$ cat src/rtl/prog_rom_pkg.sv
// Shared definitions for the program ROM arbiter: size defaults, starvation
// limit and the service-state encoding.
package prog_rom_pkg;

   localparam int ROM_ADDR_W     = 12;
   localparam int ROM_DATA_W     = 8;
   localparam int ROM_STARVE_MAX = 4;
   localparam int STARVE_CNT_W   = 4;

   typedef enum logic [1:0] {
      IDLE,
      RD_CORE,
      RD_HOST,
      WR_HOST
   } arb_state_t;

endpackage

$ cat src/rtl/rom_arb_starve_ctr.sv
// Saturating count of core wins taken while the host is waiting; asks for a
// forced host slot once the limit is reached.
module rom_arb_starve_ctr
   import prog_rom_pkg::*;
#(
   parameter int STARVE_MAX = ROM_STARVE_MAX
) (
   input  logic clk,
   input  logic res,
   input  logic host_req,
   input  logic core_win,
   input  logic host_win,
   output logic force_host
);

   localparam logic [STARVE_CNT_W-1:0] CNT_MAX = STARVE_CNT_W'(STARVE_MAX);

   logic [STARVE_CNT_W-1:0] starve_cnt;

   assign force_host = host_req && (starve_cnt == CNT_MAX);

   always_ff @(posedge clk) begin
      if (res) begin
         starve_cnt <= '0;
      end else if (host_win || !host_req) begin
         starve_cnt <= '0;
      end else if (core_win && (starve_cnt != CNT_MAX)) begin
         starve_cnt <= starve_cnt + 1'b1;
      end
   end

endmodule

$ cat src/rtl/prog_rom_arbiter.sv
// Arbitrates the single-port program memory between the core fetch path
// (priority) and the host load/patch port, one access per cycle.
module prog_rom_arbiter
   import prog_rom_pkg::*;
#(
   parameter int ADDR_W     = ROM_ADDR_W,
   parameter int DATA_W     = ROM_DATA_W,
   parameter int STARVE_MAX = ROM_STARVE_MAX
) (
   input  logic              clk,
   input  logic              res,
   input  logic              core_req,
   input  logic [ADDR_W-1:0] core_addr,
   output logic              core_gnt,
   output logic              core_valid,
   output logic [DATA_W-1:0] core_rdata,
   input  logic              host_req,
   input  logic              host_we,
   input  logic [ADDR_W-1:0] host_addr,
   input  logic [DATA_W-1:0] host_wdata,
   output logic              host_gnt,
   output logic              host_valid,
   output logic [DATA_W-1:0] host_rdata,
   output logic              host_err,
   input  logic              lock,
   output logic              mem_en,
   output logic              mem_we,
   output logic [ADDR_W-1:0] mem_addr,
   output logic [DATA_W-1:0] mem_wdata,
   input  logic [DATA_W-1:0] mem_rdata
);

   arb_state_t        state;
   logic              force_host;
   logic              core_win;
   logic              host_win;
   logic              host_rd_win;
   logic              host_wr_win;
   logic              host_rej;
   logic              rej_p1;
   logic              host_rd_p2;
   logic [DATA_W-1:0] core_rdata_p2;
   logic [DATA_W-1:0] host_rdata_p2;

   rom_arb_starve_ctr #(
      .STARVE_MAX (STARVE_MAX)
   ) u_starve_ctr (
      .clk        (clk),
      .res        (res),
      .host_req   (host_req),
      .core_win   (core_win),
      .host_win   (host_win),
      .force_host (force_host)
   );

   always_comb begin
      host_win    = force_host || (host_req && !core_req);
      core_win    = core_req && !force_host;
      host_rd_win = host_win && !host_we;
      host_wr_win = host_win && host_we && !lock;
      host_rej    = host_win && host_we && lock;
   end

   // Stage boundary: arbitration at E drives the memory cycle in E+1, and the
   // state of that cycle produces the completion pulse in E+2.
   always_ff @(posedge clk) begin
      if (res) begin
         state         <= IDLE;
         core_gnt      <= 1'b0;
         host_gnt      <= 1'b0;
         mem_en        <= 1'b0;
         mem_we        <= 1'b0;
         mem_addr      <= '0;
         mem_wdata     <= '0;
         rej_p1        <= 1'b0;
         core_valid    <= 1'b0;
         host_valid    <= 1'b0;
         host_err      <= 1'b0;
         host_rd_p2    <= 1'b0;
         core_rdata_p2 <= '0;
         host_rdata_p2 <= '0;
      end else begin
         core_gnt  <= core_win;
         host_gnt  <= host_win;
         mem_en    <= core_win || host_rd_win || host_wr_win;
         mem_we    <= host_wr_win;
         mem_wdata <= host_wr_win ? host_wdata : '0;
         rej_p1    <= host_rej;

         if (core_win) begin
            mem_addr <= core_addr;
            state    <= RD_CORE;
         end else if (host_rd_win) begin
            mem_addr <= host_addr;
            state    <= RD_HOST;
         end else if (host_wr_win) begin
            mem_addr <= host_addr;
            state    <= WR_HOST;
         end else begin
            mem_addr <= '0;
            state    <= IDLE;
         end

         core_valid <= 1'b0;
         host_valid <= rej_p1;
         host_err   <= rej_p1;
         host_rd_p2 <= 1'b0;
         case (state)
            RD_CORE: core_valid <= 1'b1;
            RD_HOST: begin
               host_valid <= 1'b1;
               host_rd_p2 <= 1'b1;
            end
            WR_HOST: host_valid <= 1'b1;
            default: ;
         endcase

         if (core_valid) core_rdata_p2 <= mem_rdata;
         if (host_rd_p2) host_rdata_p2 <= mem_rdata;
      end
   end

   // The memory's registered output is live during the valid cycle; the
   // holding registers keep the value afterwards until the next read completes.
   assign core_rdata = core_valid ? mem_rdata : core_rdata_p2;
   assign host_rdata = host_rd_p2 ? mem_rdata : host_rdata_p2;

endmodule

$ cat config.mk
export PLATFORM = sky130hd
export DESIGN_NAME = prog_rom_arbiter
export DESIGN_NICKNAME = d
export VERILOG_FILES = /design/src/rtl/prog_rom_pkg.sv /design/src/rtl/rom_arb_starve_ctr.sv /design/src/rtl/prog_rom_arbiter.sv
export SDC_FILE = /design/constraint.sdc
export NUM_CORES = 1
export LEC_CHECK = 0
export ABC_AREA = 1
export BUFFER_PORTS_ARGS = -buffer_cell sky130_fd_sc_hd__buf_2
export CAP_MARGIN = 20
export CORE_MARGIN = 3
export CORE_UTILIZATION = 35
export CTS_BUF_LIST = sky130_fd_sc_hd__clkbuf_8
export DETAILED_ROUTE_END_ITERATION = 7
export SETUP_SLACK_MARGIN = 0.2
export SYNTH_ARGS = -nofsm -noshare
export SYNTH_HDL_FRONTEND = slang
export SYNTH_SLANG_ARGS = --single-unit
$ cat constraint.sdc
create_clock -name clk -period 2.15 [get_ports clk]
set_clock_uncertainty 0.05 [all_clocks]
set_input_delay 0.215 -clock clk [delete_from_list [all_inputs] [get_ports clk]]
set_output_delay 0.215 -clock clk [all_outputs]
set_load 0.1 [all_outputs]
* Yosys cells after proc, flatten, opt, wreduce, memory -nomap -nowiden *
Cells that the tools add are included.

storage, ports and cells
  bits in registers = 51
  bits of input ports = 46
  word-level logic and storage cells = 55

cells by class
  $add $sub $neg = 1
  equality and inequality tests = 5
  mux-type cells = 11
  bitwise gates (word level) = 1
  reductions and logical operators = 21

operators with widths
  operator               number
  $mux W12               3
  $mux W8                2
  $logic_and A1 B1 Y1    8
  $reduce_or A2 Y1       4
  $logic_not A1 Y1       5
  $add A4 B1 Y4 const B  1
  $eq A2 B2 Y1 const B   2
  $eq A4 B3 Y1 const B   1
  $logic_or A1 B1 Y1     4
  $mux W1                4
  $mux W2                2
  $ne A4 B3 Y1 const B   1
  $eq A2 B1 Y1 const B   1
  $not A1 Y1             1

* Longest topological paths before layout *
Gate-level depths: netlist (run 1).

  word-level depth = 8
  depth in mapped cells = 7
  mapped depth without buffers = 6

* Cells and area by module *
From an unflattened synthesis (run 1), not the netlist that was laid out.

second synthesis, totals
  cells, all modules = 237
  area total of the unflattened synthesis = 1865.5 um^2

by module, submodules not included
  module              times used  cells each  area an instance (um^2)
  prog_rom_arbiter    1           200         1617.8
  rom_arb_starve_ctr  1           37          247.7

* Worst setup path after synthesis (run 1) *
Ideal clock, no wire load.

  path kind = flip-flop to output port
  from = reg core_valid
  to = out core_rdata[0]
  arrival time = 1.976 ns
  required time = 1.885 ns
  slack = -0.091 ns
  stages on the path, launching flop included = 5
  buffers on the path = 1
  cell sequence = dfxtp_1 -> buf_2 -> inv_1 -> nand2_1 -> nand2_1

between the ends
  word-level cells in the longest chain between the ends = 1

ends and longest elaborated chain
  element                 RTL line                 source
  from (decl)             prog_rom_arbiter.sv:15   output logic core_valid,
  from (signal assigned)  prog_rom_arbiter.sv:76   core_valid <= 1'b0;
  from (signal assigned)  prog_rom_arbiter.sv:104  core_valid <= 1'b0;
  from (signal assigned)  prog_rom_arbiter.sv:109  RD_CORE: core_valid <= 1'b1;
  $mux W8                 -
  to (decl)               prog_rom_arbiter.sv:16   output logic [DATA_W-1:0] core_rdata,

Every way passes these cells.

* Worst setup path after layout (run 1) *
  from = reg host_rd_p2
  to = out host_rdata[2]

between the ends
  word-level cells in the longest chain between the ends = 1

ends and longest elaborated chain
  element                 RTL line                 source
  from (decl)             prog_rom_arbiter.sv:41   logic host_rd_p2;
  from (signal assigned)  prog_rom_arbiter.sv:79   host_rd_p2 <= 1'b0;
  from (signal assigned)  prog_rom_arbiter.sv:107  host_rd_p2 <= 1'b0;
  from (signal assigned)  prog_rom_arbiter.sv:112  host_rd_p2 <= 1'b1;
  $mux W8                 -
  to (decl)               prog_rom_arbiter.sv:23   output logic [DATA_W-1:0] host_rdata,

Every way passes these cells.

==> reports/metrics.cfg, run 1 <==
[run_status]
status=completed

[timing]
worst_slew_pin_slew_ps=533
fin_crit_sh_pct=85.6
rsz0062_at_grt=no
tns_ps=0
hold_viol=0
finalMaxSlewViolations=0
fin_ws_ps=310
hold_ws_ps=72.4
post-route-min-period_ps=1840
setup_viol=0
slew_headroom_pct=64.4
timing.fmax_ghz=0.543

[hold_path]
worstHoldStart=host_wdata[0]
hp-class=input port to register
min_to=mem_wdata[0]$_SDFF_PP0_
min_path_cells=3

[place]
port_buffers=88
routabilityCongestion=0.669
dp_slack_ps=585
dp_hpwl_mm=3.08

[critical_path]
crit_type=register to output pin
reg2reg_to=mem_en$_SDFF_PP0_
worstSetupStartpointType=register
reg2reg_depth=5
arrival_ps=1580
cp_max_fo=9
worstReg2RegStart=u_starve_ctr.starve_cnt[0]$_SDFFE_PP0P_
worstPathRequired_ps=1880
cp-end-kind=output pin
r2r_setup_slack_ps=600

[floorplanning]
dieWidth_um=78.2
dieArea_mm2=0.00612
row_count=25
dieHeight_um=78.2
design.core.area_mm2=0.00488
initial_core_util_pct=37.4
boundaryPins=89

[layout]
syn_to_final_growth_pct=30.1
num-fill-cells=506
antenna_cells=0
nNetsFinal=354
final_layout_size_suffix_gt1_share_pct=32.2
final_core_util_pct=48.7

[global_route]
grt_overflow=0
grt_pass1_vias=1599
antenna_found_initial=0
grt_max_degree=23
grt_pass1_wl_mm=6.87
grt_usage_pct=14.1

[clock_network]
hold_buffers=0
insertion_delay_ps=290
cts_tree=yes
clkSinkCount=51
htree_num_levels=2
clockBufferDepth=2
postCtsSetupBuffers=0
root_buffer=clkbuf_8
cts_made_buffers=5
post_cts_resized=0
path_clk_slew_ps=90

[routing]
drc_errors=0
via_count=1656
via_per_inst=4.43
drtPass1Iterations=4
drt_iter0_drc=51
final_antenna_net_count=0
detail_route.wl_per_cell_um=11.1
wl_mm=4.15

[synth]
syn_area_mm2=0.00183
ys_warn_count=0
synthTopCellsByArea=dfxtp_1 56%, nand2_1 14%, nand4_1 8.9%
synth_fp_nets=269
yosysTopAreaCell=dfxtp_1
synth_top_cell_area_share_pct=55.9
avgSynthCellArea_um2=8.26
synth_cells=221
ys_types=20
ys_seq_area_share_pct=55.9
ys_ff_latch=51

[power_and_ir_drop]
p_leak_nw=1.31
ir_drop_v=0.000323
swShare_pct=32.9
clockPowerShare_pct=26.8
cellPowerDensity_mw_per_mm2=795
p_int_mw=1.27
finalPower_mw=1.89
power_frac_comb_pct=21.0
p_seq_share_pct=52.2
power.switching_uw=622

[job]
drv_cap=0

## metal layers
metal / vias up / GRT usage (%) / routed length (µm)
li1: 886 / - / -
met1: 705 / 16.0 / 1830
met2: 63 / 24.2 / 1930
met3: 2 / 5.50 / 361
met4: 0 / 4.20 / 23
met5: - / 0 / 0
## worst max-delay path by stage
| stage | start | end | cells after the start |
|---|---|---|---|
| detailed placement | u_starve_ctr.starve_cnt[0]$_SDFFE_PP0P_ | mem_en$_SDFF_PP0_ | 5 |
| CTS | host_rd_p2$_SDFF_PP0_ | host_rdata[2] | 4 |
| floorplan | core_valid$_SDFF_PP0_ | core_rdata[0] | 4 |
| global placement | host_rd_p2$_SDFF_PP0_ | host_rdata[2] | 4 |
| global route | host_rd_p2$_SDFF_PP0_ | host_rdata[4] | 4 |
| finish | host_rd_p2$_SDFF_PP0_ | host_rdata[2] | 4 |
## synthesized netlist by cell type
| master | number |
|---|---|
| nand2_1 | 66 |
| dfxtp_1 | 51 |
| nand4_1 | 26 |
| inv_1 | 23 |
| a21oi_1 | 18 |
| nor2_1 | 15 |
| buf_2 | 4 |
| nand3_1 | 4 |
| clkbuf_1 | 2 |
| ha_1 | 2 |
| buf_1 | 1 |
| buf_4 | 1 |
| buf_6 | 1 |
| clkbuf_4 | 1 |
| nand2_2 | 1 |
| nand3_2 | 1 |
| nand3_4 | 1 |
| nor2_4 | 1 |
| nor3_1 | 1 |
| xnor2_1 | 1 |
## power by group through the flow
stage | Sequential [mW] | Combinational, mW | Clock [mW]
floorplan | 1.15 | 0.169 | 0
global placement | 1.01 | 0.399 | 0
detailed placement | 1.01 | 0.399 | 0
CTS | 0.987 | 0.399 | 0.539
global route | 0.989 | 0.419 | 0.570
finish | 0.986 | 0.396 | 0.507
## area by class of cell
cell class                 instances  area [µm²]  area share [%]
clock inverter                     3        12.5           0.527
timing repair buffer              88         440            18.5
multi-input combinational        137         661            27.8
inverter                          23        86.3            3.64
clock buffer                       5        68.8            2.90
sequential                        51        1020            43.0
tap                               67        83.8            3.53
## cell families (layout without fill, tap and decap cells)
family	Yosys count	after routing	synth area share [%]
AOI/OAI and AO/OA	18	18	4.94
xor gates and xnor gates	1	1	0.480
adders and majority gates	2	2	1.37
buffers and inverters	33	119	7.88
DFF	51	51	55.9
and+or+nand+nor	116	116	29.4
## metrics by stage
step                std cells  area (µm²)
finish                    374        2370
global route              374        2370
CTS                       374        2370
detailed placement        366        2290
global placement          366        2290
floorplan                 221        1830
## registers in the layout, summed over array words and instances (netlist names)
name and flops:
host_valid 1, rej_p1 1, host_rdata_p2 8, state 2, host_err 1, mem_addr 12
core_gnt 1, u_starve_ctr.starve_cnt 4, core_rdata_p2 8, core_valid 1, mem_en 1, mem_wdata 8
host_rd_p2 1, host_gnt 1, mem_we 1
## cells in the final DEF, fill, tap and decap left out
master,instances
clkbuf_8,5
nand2_2,1
nand3_1,4
nand3_2,1
nand4_1,26
inv_1,25
nand3_4,1
clkinv_2,1
a21oi_1,18
buf_2,88
nor2_4,1
ha_1,2
dfxtp_2,1
nand2_1,66
xnor2_1,1
dfxtp_1,50
nor2_1,15
nor3_1,1
## worst max-delay path, stage by stage (launching register included)
cell	delay, ps
dfxtp_1	410
inv_1	260
nand2_1	110
nand2_1	80
buf_2	430
Power figures use the tool's default switching activity.
==> run 2: changes to the inputs <==
--- a/config.mk
+++ b/config.mk
@@ -12,6 +12,7 @@
 export CORE_UTILIZATION = 35
 export CTS_BUF_LIST = sky130_fd_sc_hd__clkbuf_8
 export DETAILED_ROUTE_END_ITERATION = 7
+export PLACE_DENSITY_LB_ADDON = 0.25
 export SETUP_SLACK_MARGIN = 0.2
 export SYNTH_ARGS = -nofsm -noshare
 export SYNTH_HDL_FRONTEND = slang
==> reports/metrics.cfg, run 2 (synthesis results as in run 1) <==
[run_status]
status=completed

[critical_path]
worstPathRequired_ps=1880  ; about the same
worstReg2RegStart=u_starve_ctr.starve_cnt[0]$_SDFFE_PP0P_
cp_num_buf_inv=2  ; unchanged
cp_max_fo=9  ; unchanged
critical-path-top-delay-family=buffers and inverters
crit_type=register to output pin
reg2reg_depth=5  ; unchanged
arrival_ps=1550  ; -30 ps
worstSetupStartpointType=register
slowest_delay_ps=430  ; about the same
cp_slowest_cell=buf_2
r2r_setup_slack_ps=550  ; -50 ps
cpMostUsedCell=nand2_1
cp-end-kind=output pin
reg2reg_to=mem_en$_SDFF_PP0_
crit_chain=inv_1 > nand2_1 > nand2_1 > buf_2

[timing]
fin_ws_ps=331  ; +21.4 ps
rsz0062_at_grt=no
slew_headroom_pct=62.1  ; -2.3 points
worst_slew_pin_slew_ps=566  ; +33.9 ps
hold_viol=0  ; unchanged
fin_crit_sh_pct=84.6  ; -1.0 points
post-route-min-period_ps=1820  ; -21.4 ps
tns_ps=0  ; unchanged
finalMaxSlewViolations=0  ; unchanged
setup_viol=0  ; unchanged
timing.fmax_ghz=0.550  ; +1.2%

[clock_network]
root_buffer=clkbuf_8
htree_num_levels=2  ; unchanged
clkSinkCount=51  ; unchanged
cts_tree=yes
clockBufferDepth=2  ; unchanged
path_clk_slew_ps=80  ; about the same
insertion_delay_ps=300  ; about the same
cts_made_buffers=5  ; unchanged
hold_buffers=0  ; unchanged

[floorplanning]
row_count=25  ; unchanged
dieHeight_um=78.2  ; unchanged
dieWidth_um=78.2  ; unchanged
boundaryPins=89  ; unchanged
dieArea_mm2=0.00612  ; unchanged
design.core.area_mm2=0.00488  ; unchanged
initial_core_util_pct=37.4  ; unchanged

[job]
drv_cap=0  ; unchanged

[hold_path]
min_path_cells=3  ; unchanged
worstHoldStart=host_wdata[2]
hp-class=input port to register
min_to=mem_wdata[2]$_SDFF_PP0_

[layout]
syn_to_final_growth_pct=31.4
top_register=mem_addr
final_common_cell=buf_2
largest_reg_flops=12  ; unchanged
antenna_cells=0  ; unchanged
final_core_util_pct=49.2  ; +0.49 points
layout_common_cells=87 x buf_2, 66 x nand2_1, 50 x dfxtp_1, 26 x nand4_1, 24 x inv_1
nNetsFinal=354  ; unchanged
final_layout_size_suffix_gt1_share_pct=32.4  ; +0.11 points

[global_route]
grt_usage_pct=14.3  ; +0.24 points
grt_overflow=0  ; unchanged
grt_max_degree=23  ; unchanged
grt_pass1_wl_mm=6.93  ; +1.0%
grt_pass1_vias=1496  ; -6.4%
antenna_found_initial=0  ; unchanged

[power_and_ir_drop]
ir_drop_v=0.000356  ; +10%
finalPower_mw=2.01  ; +6.6%
p_leak_nw=1.31  ; +0.33%
cellPowerDensity_mw_per_mm2=840  ; +5.6%

[place]
dp_slack_ps=544  ; -40.9 ps
port_buffers=88  ; unchanged
dp_hpwl_mm=3.19  ; +3.5%
routabilityCongestion=0.755  ; +13%

[routing]
wl_met3_um=406  ; +12%
via_per_inst=4.61  ; +4.1%
wl_met2_mm=2.06  ; +6.9%
routed.top_layer=met4
wl_met1_mm=1.83  ; unchanged
detail_route.wl_per_cell_um=11.7  ; +5.5%
final_antenna_net_count=0  ; unchanged
drc_errors=0  ; unchanged
via_count=1720  ; +3.9%
drt_iter0_drc=92  ; +80%
wl_mm=4.36  ; +5.2%
drtPass1Iterations=4  ; unchanged

[run 2: per-stage QoR]
stage	area (µm²)	cells	hold slack [ps]
after floorplan	1830	221	277
after global placement	2290	366	373
after detailed placement	2290	366	374
after CTS	2400	373	56.8
after global routing	2400	373	60.9
final	2400	373	69.1
[run 2: worst max path at each step]
stage | cells past startpoint | from | end | slack [ps]
2_1_floorplan | 4 | core_valid$_SDFF_PP0_ | core_rdata[0] | 250
3_3_place_gp | 5 | u_starve_ctr.starve_cnt[0]$_SDFFE_PP0P_ | state[0]$_SDFF_PP0_ | 600
3_5_place_dp | 5 | u_starve_ctr.starve_cnt[0]$_SDFFE_PP0P_ | mem_en$_SDFF_PP0_ | 540
4_1_cts | 4 | host_rd_p2$_SDFF_PP0_ | host_rdata[5] | 320
5_1_grt | 4 | host_rd_p2$_SDFF_PP0_ | host_rdata[6] | 200
6_report | 4 | host_rd_p2$_SDFF_PP0_ | host_rdata[1] | 330
[run 2: metal layers]
layer / vias up / global-route usage, %
met5: - / 0
met1: 763 / 17.8
li1: 879 / -
met2: 72 / 22.5
met3: 6 / 5.39
met4: 0 / 5.24
[run 2: area by class of cell]
class                   count  area, µm²
fillers                   498       2480
flip-flops and latches     51       1020
multi-input cells         137        661
repair buffers             88        443
inverters                  23       86.3
well taps                  67       83.8
clock buffers               5       68.8
clock inverters             2       33.8
[run 2: worst min-delay path: stages]
cell	delay (ps)
buf_2	90
inv_1	40
nor2_1	30
[run 2: what timing repair did]
| action | 4_1_cts | 5_1_grt |
|---|---|---|
| hold endpoints to repair | 0 | 0 |
| setup buffers | 0 | 0 |
| resized for setup | 0 | 1 |
| endpoints found under the setup margin | 0 | 1 |
[run 2: power by group]
part | switching (mW) | total [mW] | internal, mW | leakage, nW
Clock | 0.293 | 0.630 | 0.337 | 0.0554
Sequential | 0.0113 | 0.986 | 0.975 | 0.416
Combinational | 0.325 | 0.398 | 0.0731 | 0.841
